File: src/rtl/pwm_pkg.sv
// Shared constants and enumerations for the multi-channel PWM generator.
package pwm_pkg;

  localparam int unsigned PWM_CBITS = 15;
  localparam int unsigned PWM_NCH   = 4;

  typedef enum logic {
    PWM_EDGE   = 1'b0,
    PWM_CENTER = 1'b1
  } pwm_mode_e;

  typedef enum logic {
    DIR_UP   = 1'b0,
    DIR_DOWN = 1'b1
  } cnt_dir_e;

endpackage

File: src/rtl/pwm_timebase.sv
// Shared period counter: owns cnt, direction, active period/mode and the
// period-boundary strobe used by every channel.
module pwm_timebase
  import pwm_pkg::*;
#(
  parameter int unsigned      CBITS      = PWM_CBITS,
  parameter logic [CBITS-1:0] DEF_PERIOD = 15'h7FFF
) (
  input  logic             clk,
  input  logic             rst,
  input  logic             en,
  input  logic             center,
  input  logic [CBITS-1:0] period,
  output logic [CBITS-1:0] cnt_o,
  output logic             boundary_o
);

  logic [CBITS-1:0] cnt_q, cnt_d;
  logic [CBITS-1:0] per_q, per_d;
  cnt_dir_e         dir_q, dir_d;
  pwm_mode_e        mode_q, mode_d;

  logic             boundary_s;
  logic [CBITS-1:0] per_eff_s;
  pwm_mode_e        mode_eff_s;
  logic [CBITS-1:0] cnt_inc_s;

  // Boundary detection; at a boundary the newly sampled period/mode already
  // steer the counter so the new period starts with its exact length.
  always_comb begin
    boundary_s = en && (cnt_q == {CBITS{1'b0}}) &&
                 ((mode_q == PWM_EDGE) || (dir_q == DIR_UP));
    if (boundary_s) begin
      per_eff_s  = period;
      mode_eff_s = center ? PWM_CENTER : PWM_EDGE;
    end else begin
      per_eff_s  = per_q;
      mode_eff_s = mode_q;
    end
    cnt_inc_s = cnt_q + CBITS'(1);
  end

  // Counter next-state: edge sawtooth or center triangle, held at 0 when idle.
  always_comb begin
    cnt_d  = cnt_q;
    dir_d  = dir_q;
    per_d  = per_eff_s;
    mode_d = mode_eff_s;
    if (!en) begin
      cnt_d = {CBITS{1'b0}};
      dir_d = DIR_UP;
    end else if (mode_eff_s == PWM_EDGE) begin
      dir_d = DIR_UP;
      // >= rather than == keeps the count bounded whatever the period history
      cnt_d = (cnt_q >= per_eff_s) ? {CBITS{1'b0}} : cnt_inc_s;
    end else if (per_eff_s == {CBITS{1'b0}}) begin
      cnt_d = {CBITS{1'b0}};
      dir_d = DIR_UP;
    end else if (dir_q == DIR_UP) begin
      cnt_d = cnt_inc_s;
      dir_d = (cnt_inc_s >= per_eff_s) ? DIR_DOWN : DIR_UP;
    end else if (cnt_q <= CBITS'(1)) begin
      cnt_d = {CBITS{1'b0}};
      dir_d = DIR_UP;
    end else begin
      cnt_d = cnt_q - CBITS'(1);
      dir_d = DIR_DOWN;
    end
  end

  // Timebase state register.
  always_ff @(posedge clk or posedge rst) begin
    if (rst) begin
      cnt_q  <= {CBITS{1'b0}};
      dir_q  <= DIR_UP;
      per_q  <= DEF_PERIOD;
      mode_q <= PWM_EDGE;
    end else begin
      cnt_q  <= cnt_d;
      dir_q  <= dir_d;
      per_q  <= per_d;
      mode_q <= mode_d;
    end
  end

  assign cnt_o      = cnt_q;
  assign boundary_o = boundary_s;

endmodule

File: src/rtl/pwm_multi_ch.sv
// NCH-channel PWM generator sharing one timebase; duty writes land in a
// shadow register and are committed to the comparator only at a period boundary.
module pwm_multi_ch
  import pwm_pkg::*;
#(
  parameter int unsigned      CBITS      = PWM_CBITS,
  parameter int unsigned      NCH        = PWM_NCH,
  parameter int unsigned      CHW        = 2,
  parameter logic [CBITS-1:0] DEF_PERIOD = 15'h7FFF
) (
  input  logic             clk,
  input  logic             rst,
  input  logic             en,
  input  logic             center,
  input  logic [CBITS-1:0] period,
  input  logic [NCH-1:0]   inv,
  input  logic             wr_valid,
  output logic             wr_ready,
  input  logic [CHW-1:0]   wr_ch,
  input  logic [CBITS-1:0] wr_duty,
  output logic [NCH-1:0]   pulse_out,
  output logic             period_start
);

  logic [CBITS-1:0] cnt_s;
  logic             boundary_s;
  logic             wr_fire_s;
  logic [NCH-1:0]   pulse_d, pulse_q;
  logic             pstart_q;

  pwm_timebase #(
    .CBITS      (CBITS),
    .DEF_PERIOD (DEF_PERIOD)
  ) u_timebase (
    .clk        (clk),
    .rst        (rst),
    .en         (en),
    .center     (center),
    .period     (period),
    .cnt_o      (cnt_s),
    .boundary_o (boundary_s)
  );

  // Writes are refused only in the commit cycle, so a write can never race it.
  assign wr_ready  = ~boundary_s;
  assign wr_fire_s = wr_valid & ~boundary_s;

  for (genvar i = 0; i < NCH; i++) begin : g_ch
    logic [CBITS-1:0] shadow_q, shadow_d;
    logic [CBITS-1:0] act_q, act_d;
    logic             pend_q, pend_d;
    logic             sel_s;
    logic             raw_s;

    assign sel_s = wr_fire_s && (wr_ch == CHW'(i));

    // Shadow capture and boundary commit; the two never coincide.
    always_comb begin
      shadow_d = shadow_q;
      act_d    = act_q;
      pend_d   = pend_q;
      if (boundary_s && pend_q) begin
        act_d  = shadow_q;
        pend_d = 1'b0;
      end else if (sel_s) begin
        shadow_d = wr_duty;
        pend_d   = 1'b1;
      end else begin
        pend_d = pend_q;
      end
    end

    // Per-channel duty registers.
    always_ff @(posedge clk or posedge rst) begin
      if (rst) begin
        shadow_q <= {CBITS{1'b0}};
        act_q    <= {CBITS{1'b0}};
        pend_q   <= 1'b0;
      end else begin
        shadow_q <= shadow_d;
        act_q    <= act_d;
        pend_q   <= pend_d;
      end
    end

    assign raw_s      = (cnt_s < act_q);
    assign pulse_d[i] = en ? (raw_s ^ inv[i]) : inv[i];
  end

  // Output registers; reset forces 0 irrespective of polarity.
  always_ff @(posedge clk or posedge rst) begin
    if (rst) begin
      pulse_q  <= {NCH{1'b0}};
      pstart_q <= 1'b0;
    end else begin
      pulse_q  <= pulse_d;
      pstart_q <= boundary_s;
    end
  end

  assign pulse_out    = pulse_q;
  assign period_start = pstart_q;

endmodule
File: config.mk
export PLATFORM = sky130hd
export DESIGN_NAME = pwm_multi_ch
export DESIGN_NICKNAME = d
export VERILOG_FILES = /design/src/rtl/pwm_pkg.sv /design/src/rtl/pwm_timebase.sv /design/src/rtl/pwm_multi_ch.sv
export SDC_FILE = /design/constraint.sdc
export NUM_CORES = 1
export LEC_CHECK = 0
export BUFFER_PORTS_ARGS = -buffer_cell sky130_fd_sc_hd__buf_2
export CAP_MARGIN = 20
export CORE_MARGIN = 1.5
export CORE_UTILIZATION = 30
export CTS_BUF_LIST = sky130_fd_sc_hd__clkbuf_16
export DETAILED_ROUTE_END_ITERATION = 6
export GPL_TIMING_DRIVEN = 0
export PLACE_DENSITY = 0.53
export SLEW_MARGIN = 10
export SYNTH_ARGS = -nofsm -noshare
export SYNTH_HDL_FRONTEND = slang
export SYNTH_SLANG_ARGS = --single-unit
File: constraint.sdc
create_clock -name clk -period 5.5 [get_ports clk]
set_clock_uncertainty 0.05 [all_clocks]
set_input_delay 0.275 -clock clk [delete_from_list [all_inputs] [get_ports clk]]
set_output_delay 0.275 -clock clk [all_outputs]
set_load 0.05 [all_outputs]
==> results of run 1 <==
[stage by stage]
stage	TNS, ps	std cells	util (%)
final	0	1300	35.3
after global routing	0	1300	35.3
after CTS	0	1300	35.3
after detailed placement	-28.5	1267	33.2
after global placement	-175040	1265	33.1
after floorplan	0	830	-
[worst register-to-register path, stage by stage, from the launching register on]
cell,delay [ps]
dfrtp_1,480
buf_2,240
nor3_1,310
nand2_1,380
nor2_8,290
buf_1,560
nand2_1,130
nand2_1,150
ha_1,270
nor2b_1,150
nand2_1,70
nor3_1,130
a311oi_1,80
a221o_1,310
a2111oi_0,370
or4_1,190
buf_6,190
o21ai_4,100
o31ai_1,370
[timing repair]
action,4_1_cts,5_1_grt
buffers inserted,0,0
hold buffers,2,0
setup endpoints to repair,3,0
endpoints found under the hold margin,81,0
[cells by family (layout without fill, tap and decap cells)]
group | Yosys count | count (layout)
multiplexers | 135 | 135
AND/OR/NAND/NOR | 152 | 152
buffers and inverters | 119 | 199
adder cells (fa/ha/maj) | 76 | 76
AO/OA/AOI/OAI | 157 | 157
flip-flops | 161 | 161
XOR/XNOR | 30 | 30
[state kept, by name, indices dropped and copies added (netlist names)]
signal and flops:
g_ch.pend_q 4, u_timebase.cnt_o 15, u_timebase.per_q 15, pulse_out 4, g_ch.act_q 60, u_timebase.mode_q 1
period_start 1, u_timebase.dir_q 1, g_ch.shadow_q 60
[where the power goes]
| group | internal (W) | switching (W) | total [W] | leakage (nW) |
|---|---|---|---|---|
| logic | 0.00117 | 0.00150 | 0.00267 | 2.74 |
| registers | 0.00172 | 0.000345 | 0.00206 | 1.93 |
| clock network | 0.000620 | 0.000595 | 0.00122 | 0.299 |
| total | 0.00351 | 0.00244 | 0.00595 | 4.97 |
[layout by cell type (no fill, tap or decap), drive strengths merged, types with 8 or more instances in the layout]
| cell | n |
|---|---|
| buf | 58 |
| dfstp | 15 |
| nor4 | 10 |
| nand3 | 19 |
| inv | 97 |
| nor3 | 18 |
| o21a | 9 |
| xnor2 | 19 |
| dfrtp | 146 |
| mux2 | 120 |
| nor2 | 27 |
| o22ai | 8 |
| o211ai | 18 |
| o21ai | 23 |
| nand2 | 44 |
| xor2 | 11 |
| clkbuf | 35 |
| a21o | 17 |
| a21oi | 34 |
| mux2i | 15 |
| ha | 75 |
[layer usage]
metal	share of wire, %	vias up	GRT usage [%]
li1	-	3144	-
met1	49	3162	20.4
met2	47	102	25.1
met3	3.0	29	2.61
met4	1.6	0	5.01
met5	0	-	0
[final cells by class]
type | instances | share of cell area, %
buffer | 29 | 1.28
clock buffer | 17 | 4.03
clock inverter | 15 | 1.81
inverter | 89 | 3.26
multi-input combinational | 550 | 44.0
sequential | 161 | 38.3
tap | 390 | 4.62
timing repair buffer | 49 | 2.65
[worst paths after layout]
kind,endpoint,start,cells past startpoint,slack (ps)
min,g_ch[0].shadow_q[10],wr_duty[10],2,60
min reg2reg,g_ch[0].pend_q,g_ch[0].pend_q,1,430
min in group asynchronous,g_ch[3].act_q[1],rst,3,420
max reg2reg,u_timebase.cnt_o[7],u_timebase.cnt_o[10],18,560
max,u_timebase.cnt_o[7],u_timebase.cnt_o[10],18,560
max in group asynchronous,g_ch[2].shadow_q[13],rst,4,4180
==> metrics.md, run 1 <==
| Metric | Value |
|---|---|
| Setup-failing EPs final | `0` |
| Synth Instances | `830` |
| Adder-cell share of the synthesized area | `10.3%` |
| Leakage dissipation | `4.97 nW` |
| Maximum clock frequency | `202 MHz` |
| Post-synthesis async set-or-reset flop share | `100%` |
| Hold WC Path Type | `in -> reg` |
| Initial Utilization | `30.7%` |
| Worst Hold Margin | `61.0 ps` |
| Post-synth EDFFs | `0` |
| Core Area | `29900 sq um` |
| CP Cell Sequence | `buf_2 -> nor3_1 -> nand2_1 -> nor2_8 -> buf_1 -> nand2_1 -> nand2_1 -> ha_1 -> nor2b_1 -> nand2_1 -> nor3_1 -> a311oi_1 -> a221o_1 -> a2111oi_0 -> or4_1 -> buf_6 -> o21ai_4 -> o31ai_1` |
| Fin area | `10600 sq um` |
| Clock root buffer | `clkbuf_16` |
| WP data required | `5770 ps` |
| PnR worst setup slack | `562 ps` |
| Cell accounting for the most synthesized area | `dfrtp_1` |
| Critical path fanouts, max | `10` |
| Total routed wirelength | `22.6 mm` |
| CP bufs+invs | `3` |
| Crit Path Category | `reg -> reg` |
| Minimum clock period after layout | `4940 ps` |
| Worst-Skew Late Latency | `440 ps` |
| Fin crit share | `89.8%` |
| Crit-path leading delay family | `simple AND/OR/NAND/NOR gates` |
| Post-route ant nets | `0` |
| P&R area growth vs syn | `15.1%` |
| Area of the mapped netlist | `9170 sq um` |
| RSZ-0062 raised after global routing | `false` |
| Outcome | `finished, final reports clean` |
| Post-synth top area share | `39.8%` |
| Placer Congestion | `0.891` |
| Cell row count | `63` |
| Count leader, synth | `dfrtp_1` |
| Post-synthesis net count | `946` |
| Peak supply drop | `266 uV` |
| Clock Sink Count | `161` |
| Reg area | `4050 sq um` |
| Post-synthesis sequential area ratio | `44.1%` |
| Top-level port count | `47` |
| WL/cell | `17.4 um` |
| Setup WS pre-CTS | `-15.5 ps` |
| Bufs on Longest Clock Path | `2` |
| First-pass GRT wire length | `36.7 mm` |
| Relative slew margins | `39.8%` |
| Synth Area in Compound Gates | `12.3%` |
| CP endpoint kind | `flop` |
| Synth cell types | `64` |
| CTS tree | `built` |
| N_diodes | `0` |
| Avg Synthesized Cell Area | `11.0 sq um` |
| Fin nets | `1013` |
| CP startpoint kind | `flop` |
| Simple-Gate Fraction of Synth Area | `8.72%` |
| Initial DRT Pass Iterations | `4` |
| Final hold vios | `0` |
| Combinational family with the most area after synthesis | `multiplexers` |
| Clk slew on worst S/H paths | `80 ps` |
| DP Area | `9930 sq um` |
| Largest net degree at the start of global routing | `82` |
| Fillers | `3004` |
| Critical-path top delay cell | `buf_1` |
| Post-Synth XOR/XNOR Area | `2.87%` |
| Chip height | `178 um` |
| DP HPWL | `16.9 mm` |
| Synth area leaders | `dfrtp_1, mux2_2, ha_1, dfstp_2, inv_1` |
| TritonCTS Buffers | `17` |
| IO Port Bufs | `45` |
| MaxCap Viol Count | `0` |
| Layout cells sized above 1 | `26.9%` |
| Post-cts resize count | `0` |
| Crit-path most repeated cell | `nand2_1` |
| Seq cells post-synth | `161` |
| Slew Limit Fails | `0` |
| Gr ovfl total | `0` |
| Commonest cells in the netlist | `dfrtp_1, mux2_2, inv_1` |
| Slew @ Worst Pin | `903 ps` |
| Arr. time, crit path | `5210 ps` |
| Vias in the first global route | `6590` |
| Synth Warn # | `0` |
| Initial drt markers | `338` |
| Vias per cell | `4.95` |
| H-tree Lvls | `4` |
| Die Wd | `178 um` |
| Vias | `6437` |
| Multi-input gate area | `4650 sq um` |
| Total power | `0.00595 W` |
| Post-synthesis mux area share | `16.5%` |
| GRT Total Usage | `15.3%` |
| DIE AREA | `31600 sq um` |
| Top FF cell, synth | `dfrtp_1` |
| Initial antenna violation count | `0` |
| CP max stage delay | `560 ps` |
| PwrDens | `563 nW/um^2` |
| # DRC | `0` |
No activity file was read; power rests on OpenSTA's default activity.
==> inputs of run 2 (changes only) <==
--- a/config.mk
+++ b/config.mk
@@ -12,7 +12,7 @@
 export CTS_BUF_LIST = sky130_fd_sc_hd__clkbuf_16
 export DETAILED_ROUTE_END_ITERATION = 6
 export GPL_TIMING_DRIVEN = 0
-export PLACE_DENSITY = 0.53
+export PLACE_DENSITY_LB_ADDON = 0.1
 export SLEW_MARGIN = 10
 export SYNTH_ARGS = -nofsm -noshare
 export SYNTH_HDL_FRONTEND = slang
==> metrics.md, run 2 (synthesis gave the netlist of run 1 again) <==
| Metric | Value |
|---|---|
| Outcome | `finished, final reports clean` |
| Total routed wirelength | `24.2 mm (+7.0%)` |
| CP startpoint kind | `flop` |
| Layout cells sized above 1 | `26.9% (unchanged)` |
| MaxCap Viol Count | `0 (unchanged)` |
| Slew Limit Fails | `0 (unchanged)` |
| CP bufs+invs | `4 (+1)` |
| Switch share | `40.1% (-0.91 points)` |
| Post-route ant nets | `0 (unchanged)` |
| Chip height | `178 um (unchanged)` |
| # DRC | `0 (unchanged)` |
| Cell row count | `63 (unchanged)` |
| Top-level port count | `47 (unchanged)` |
| Most common cell after layout, fill and taps aside | `dfrtp_1` |
| Clock Sink Count | `161 (unchanged)` |
| Final hold vios | `0 (unchanged)` |
| Setup-failing EPs final | `0 (unchanged)` |
| Setup Buffers After CTS | `0 (unchanged)` |
| N_diodes | `0 (unchanged)` |
| GRT Total Usage | `16.4% (+1.1 points)` |
| Die Wd | `178 um (unchanged)` |
| Crit-path leading delay family | `simple AND/OR/NAND/NOR gates` |
| Placer Congestion | `0.817 (-8.4%)` |
| Gate power share | `44.5% (-0.4 points)` |
| Top Registers | `g_ch.act_q (60), g_ch.shadow_q (60)` |
| CTS tree | `built` |
| Post-cts resize count | `0 (unchanged)` |
| Crit-path most repeated cell | `mux2i_1` |
| Maximum clock frequency | `202 MHz (-0.39%)` |
| Worst-Skew Late Latency | `440 ps (about the same)` |
| PnR worst setup slack | `542 ps (-19.2 ps)` |
| Initial DRT Pass Iterations | `5 (+1)` |
| WL/cell | `18.6 um (+7.0%)` |
| CP Cell Sequence | `buf_2 -> nor4_4 -> nand4b_4 -> nor2_8 -> inv_4 -> buf_4 -> mux2i_1 -> ha_1 -> o221ai_1 -> nor3_1 -> mux2i_1 -> nor4_1 -> a2111oi_0 -> or4_1 -> buf_6 -> o21ai_4 -> o31ai_1` |
| CP endpoint kind | `flop` |
| Initial Utilization | `30.7% (unchanged)` |
| Leakage dissipation | `4.98 nW (+0.21%)` |
| Setup WS pre-CTS | `-150 ps (-135 ps)` |
| Critical path fanouts, max | `19 (+9)` |
| Clk slew on worst S/H paths | `70 ps (about the same)` |
| Initial antenna violation count | `0 (unchanged)` |
| Arr. time, crit path | `5210 ps (about the same)` |
| RSZ-0062 raised after global routing | `false` |
| Initial drt markers | `317 (-6.2%)` |
| Slew @ Worst Pin | `999 ps (+96.0 ps)` |
| Fin nets | `1013 (unchanged)` |
| Most frequent cells in the layout | `dfrtp_1, mux2_2, inv_1` |
| DP HPWL | `18.0 mm (+6.5%)` |
| H-tree Lvls | `4 (unchanged)` |
| Minimum clock period after layout | `4960 ps (+19.2 ps)` |
| Relative slew margins | `33.4% (-6.4 points)` |
| WP data required | `5750 ps (-20 ps)` |
| Vias per cell | `4.91 (-0.84%)` |
| Vias | `6383 (-0.84%)` |
| P&R area growth vs syn | `15.2% (about the same)` |
| DIE AREA | `31600 sq um (unchanged)` |
| Crit Path Category | `reg -> reg` |
| Largest net degree at the start of global routing | `90 (+9.8%)` |
| TritonCTS Buffers | `17 (unchanged)` |
| Hold WC Path Type | `in -> reg` |
| Fin crit share | `90.1% (+0.35 points)` |
| Vias in the first global route | `6488 (-1.5%)` |
| Seq pwr share | `34.2% (-0.5 points)` |
| Core Area | `29900 sq um (unchanged)` |
| CP max stage delay | `510 ps (-50 ps)` |
| Gr ovfl total | `0 (unchanged)` |
| Clock power share | `21.3% (+0.9 points)` |
| Fin Setup TNS | `0 ps (unchanged)` |
| Clock root buffer | `clkbuf_16` |
| Peak supply drop | `267 uV (+0.12%)` |
| Pint | `0.00362 W (+3.1%)` |
| Total power | `0.00604 W (+1.5%)` |
| IO Port Bufs | `45 (unchanged)` |
| Bufs on Longest Clock Path | `2 (unchanged)` |
| First-pass GRT wire length | `38.3 mm (+4.4%)` |
| Net switching power figure | `0.00242 W (-0.72%)` |
| Fillers | `3043 (+1.3%)` |
| PwrDens | `572 nW/um^2 (+1.5%)` |
| Critical-path top delay cell | `or4_1` |
-- run 2: cell types whose count changed in the layout (fill, tap and decap cells not counted), sizes merged --
cell    previous run  this run
clkinv             7         6
inv               97        95
bufinv             0         3
-- run 2: worst paths after layout --
kind                                startpoint                  end  slack (ps)  cells after the start
max                        u_timebase.cnt_o[6]  u_timebase.cnt_o[7]         540                     17
max reg2reg                u_timebase.cnt_o[6]  u_timebase.cnt_o[7]         540                     17
min reg2reg                     g_ch[0].pend_q       g_ch[0].pend_q         430                      1
min                                  period[0]  u_timebase.per_q[0]          80                      3
max in group asynchronous                  rst  g_ch[1].shadow_q[9]        4190                      4
min in group asynchronous                  rst    u_timebase.mode_q         390                      3
-- run 2: worst register-to-register path, stage by stage, from the launching register on --
cell	delay, ps
dfrtp_1	500
buf_2	230
nor4_4	490
nand4b_4	240
nor2_8	210
inv_4	100
buf_4	250
mux2i_1	370
ha_1	250
o221ai_1	130
nor3_1	240
mux2i_1	100
nor4_1	460
a2111oi_0	180
or4_1	510
buf_6	190
o21ai_4	200
o31ai_1	140
-- run 2: final cells by class --
| type | count | area (sq um) | share of cell area [%] |
|---|---|---|---|
| clock inverter | 15 | 200 | 1.89 |
| tap | 390 | 488 | 4.62 |
| inverter | 89 | 344 | 3.26 |
| multi-input combinational | 550 | 4650 | 44.0 |
| buffer | 29 | 135 | 1.28 |
| clock buffer | 17 | 425 | 4.03 |
| timing repair buffer | 49 | 278 | 2.63 |
| sequential | 161 | 4050 | 38.3 |
-- run 2: power groups by stage --
stage	Combinational, W	Sequential, W	Clock (W)
2_1_floorplan	0.00201	0.00201	0
3_3_place_gp	0.00270	0.00209	0
3_5_place_dp	0.00272	0.00209	0
4_1_cts	0.00273	0.00207	0.00133
5_1_grt	0.00304	0.00214	0.00137
6_report	0.00269	0.00206	0.00129
-- run 2: what timing repair did --
item | CTS | global route
hold buffers | 2 | 0
setup endpoints to repair | 15 | 0
endpoints found under the hold margin | 74 | 0
-- run 2: layer usage --
layer  vias to the layer above  routed length [um]  part of all wire (%)  track usage [%]
met4                         0                 332                   1.4             4.73
met5                         -                   0                     0                0
li1                       3116                   -                     -                -
met1                      3167               12100                    50             22.9
met3                        16                 561                   2.3             2.66
met2                        84               11100                    46             26.1
-- run 2: metrics by stage --
| step | area (sq um) | hold slack (ps) | cells | utilization, % |
|---|---|---|---|---|
| floorplan | 9170 | 316 | 830 | - |
| global placement | 9880 | 410 | 1265 | 33.1 |
| detailed placement | 9920 | 392 | 1267 | 33.2 |
| CTS | 10600 | 61.3 | 1300 | 35.4 |
| global route | 10600 | 62.1 | 1300 | 35.4 |
| finish | 10600 | 76.5 | 1300 | 35.4 |
==> inputs of run 3 (changes only) <==
--- a/config.mk
+++ b/config.mk
@@ -7,7 +7,7 @@
 export LEC_CHECK = 0
 export BUFFER_PORTS_ARGS = -buffer_cell sky130_fd_sc_hd__buf_2
 export CAP_MARGIN = 20
-export CORE_MARGIN = 1.5
+export CORE_MARGIN = 2
 export CORE_UTILIZATION = 30
 export CTS_BUF_LIST = sky130_fd_sc_hd__clkbuf_16
 export DETAILED_ROUTE_END_ITERATION = 6
==> metrics.md, run 3 (synthesis gave the netlist of run 1 again) <==
| Metric | Value |
|---|---|
| Post-route ant nets | `0 (unchanged)` |
| Crit Path Category | `reg -> reg` |
| WL/cell | `18.5 um (-0.58%)` |
| DIE AREA | `32000 sq um (+1.1%)` |
| CP endpoint kind | `flop` |
| Minimum clock period after layout | `4940 ps (-15.0 ps)` |
| IO Port Bufs | `45 (unchanged)` |
| Maximum clock frequency | `202 MHz (+0.30%)` |
| Layout cells sized above 1 | `26.4% (-0.55 points)` |
| Fin nets | `1013 (unchanged)` |
| Hold WC Path Type | `in -> reg` |
| Final std cells w/o fill | `1306 (+0.46%)` |
| Final hold vios | `0 (unchanged)` |
| WP data required | `5760 ps (about the same)` |
| Slew @ Worst Pin | `1050 ps (+53.1 ps)` |
| Worst-Skew Late Latency | `430 ps (about the same)` |
| Outcome | `finished, final reports clean` |
| Initial Utilization | `30.2% (-0.48 points)` |
| Initial drt markers | `257 (-19%)` |
| Top Registers | `g_ch.act_q (60), g_ch.shadow_q (60)` |
| Critical path fanouts, max | `10 (-9)` |
| Chip height | `179 um (+0.56%)` |
| Largest net degree at the start of global routing | `89 (-1.1%)` |
| Vias per cell | `4.94 (+0.68%)` |
| DP HPWL | `18.2 mm (+1.1%)` |
| Gr ovfl total | `0 (unchanged)` |
| Die Wd | `179 um (+0.56%)` |
| Most frequent cells in the layout | `dfrtp_1, mux2_2, inv_1` |
| Post-cts resize count | `0 (unchanged)` |
| Vias in the first global route | `6423 (-1.0%)` |
| MaxCap Viol Count | `0 (unchanged)` |
| First-pass GRT wire length | `37.9 mm (-1.2%)` |
| Clk slew on worst S/H paths | `70 ps (about the same)` |
| Slew Limit Fails | `0 (unchanged)` |
| CP startpoint kind | `flop` |
| Cell row count | `64 (+1.6%)` |
| Initial DRT Pass Iterations | `4 (-1)` |
| H-tree Lvls | `4 (unchanged)` |
| P&R area growth vs syn | `14.2%` |
| Most common cell after layout, fill and taps aside | `dfrtp_1` |
| Placed insts | `1273 (+0.47%)` |
| Vias | `6456 (+1.1%)` |
| Clock Sink Count | `161 (unchanged)` |
| Core Area | `30300 sq um (+1.6%)` |
| RSZ-0062 raised after global routing | `false` |
| Critical-path top delay cell | `buf_1` |
| GRT Total Usage | `15.9% (-0.48 points)` |
| CP Cell Sequence | `buf_2 -> nor4_1 -> nand2_1 -> nor2_8 -> buf_1 -> nand2_1 -> nand2_1 -> ha_1 -> nor2b_1 -> nand2_1 -> nor3_1 -> a311oi_1 -> a221o_1 -> a2111oi_0 -> or4_1 -> buf_6 -> o21ai_4 -> o31ai_1` |
| Relative slew margins | `29.9% (-3.5 points)` |
| Clock root buffer | `clkbuf_16` |
| Crit-path most repeated cell | `nand2_1` |
| TritonCTS Buffers | `17 (unchanged)` |
| Initial antenna violation count | `0 (unchanged)` |
| Fin crit share | `89.9% (-0.27 points)` |
| Leakage dissipation | `4.92 nW (-1.2%)` |
| Setup-failing EPs final | `0 (unchanged)` |
| Bufs on Longest Clock Path | `2 (unchanged)` |
| Placer Congestion | `0.801 (-2.0%)` |
| Fin Setup TNS | `0 ps (unchanged)` |
| PwrDens | `558 nW/um^2 (-2.4%)` |
| Arr. time, crit path | `5200 ps (about the same)` |
| Setup Buffers After CTS | `0 (unchanged)` |
| Peak supply drop | `243 uV (-9.0%)` |
| CP max stage delay | `560 ps (+50 ps)` |
| Top-level port count | `47 (unchanged)` |
| Total routed wirelength | `24.2 mm (-0.12%)` |
| CTS tree | `built` |
| N_diodes | `0 (unchanged)` |
| Flop-to-flop setup slack | `560 ps (+20 ps)` |
| # DRC | `0 (unchanged)` |
[run 3: repair_timing]
item,CTS,global route
endpoints found under the setup margin,15,0
hold buffers,2,0
hold endpoints to repair,73,0
[run 3: final timing paths]
| path | from | endpoint | depth (start not counted) |
|---|---|---|---|
| worst max register to register | u_timebase.cnt_o[11] | u_timebase.cnt_o[7] | 18 |
| worst min register to register | g_ch[2].pend_q | g_ch[2].pend_q | 2 |
| max in group asynchronous | rst | g_ch[1].shadow_q[10] | 4 |
| worst max-delay path | u_timebase.cnt_o[11] | u_timebase.cnt_o[7] | 18 |
| min in group asynchronous | rst | u_timebase.mode_q | 3 |
| worst min-delay path | period[0] | u_timebase.per_q[0] | 3 |
[run 3: metrics by stage]
stage          total power [W]  hold slack, ps  utilization (%)  setup slack, ps  cell area, sq um
2_1_floorplan          0.00402             316                -              852              9170
3_3_place_gp           0.00480             411             32.6            -1540              9890
3_5_place_dp           0.00484             386             32.7             -125              9930
4_1_cts                0.00594            36.0             34.5              476             10500
5_1_grt                0.00637            58.0             34.5             49.7             10500
6_report               0.00584            56.7             34.5              557             10500
[run 3: metal layers]
layer / global-route usage [%] / routed length (um) / up-vias
li1: - / - / 3120
met1: 22.4 / 11900 / 3206
met2: 25.0 / 11100 / 110
met3: 2.91 / 829 / 20
met4: 4.54 / 342 / 0
met5: 0 / 0 / -
[run 3: report_power, final]
group / internal (W) / leakage [nW] / switching, W
Clock: 0.000572 / 0.251 / 0.000504
Combinational: 0.00117 / 2.74 / 0.00153
Sequential: 0.00172 / 1.93 / 0.000348
Total: 0.00346 / 4.92 / 0.00238
[run 3: area by class of cell]
type                            count  area, sq um
Buffer                             29          135
Clock buffer                       17          425
Clock inverter                     15         97.6
Fill cell                        3116        19900
Inverter                           89          344
Multi-Input combinational cell    550         4650
Sequential cell                   161         4050
Tap cell                          396          495
Timing Repair Buffer               49          278
[run 3: worst max-delay path, delay by kind of cell, from the launching register on]
| family | cells | cell delay (ps) |
|---|---|---|
| simple gates | 9 | 1750 |
| fa+ha+maj | 1 | 270 |
| buf+inv | 3 | 990 |
| compound gates | 5 | 1230 |
| flops | 1 | 510 |
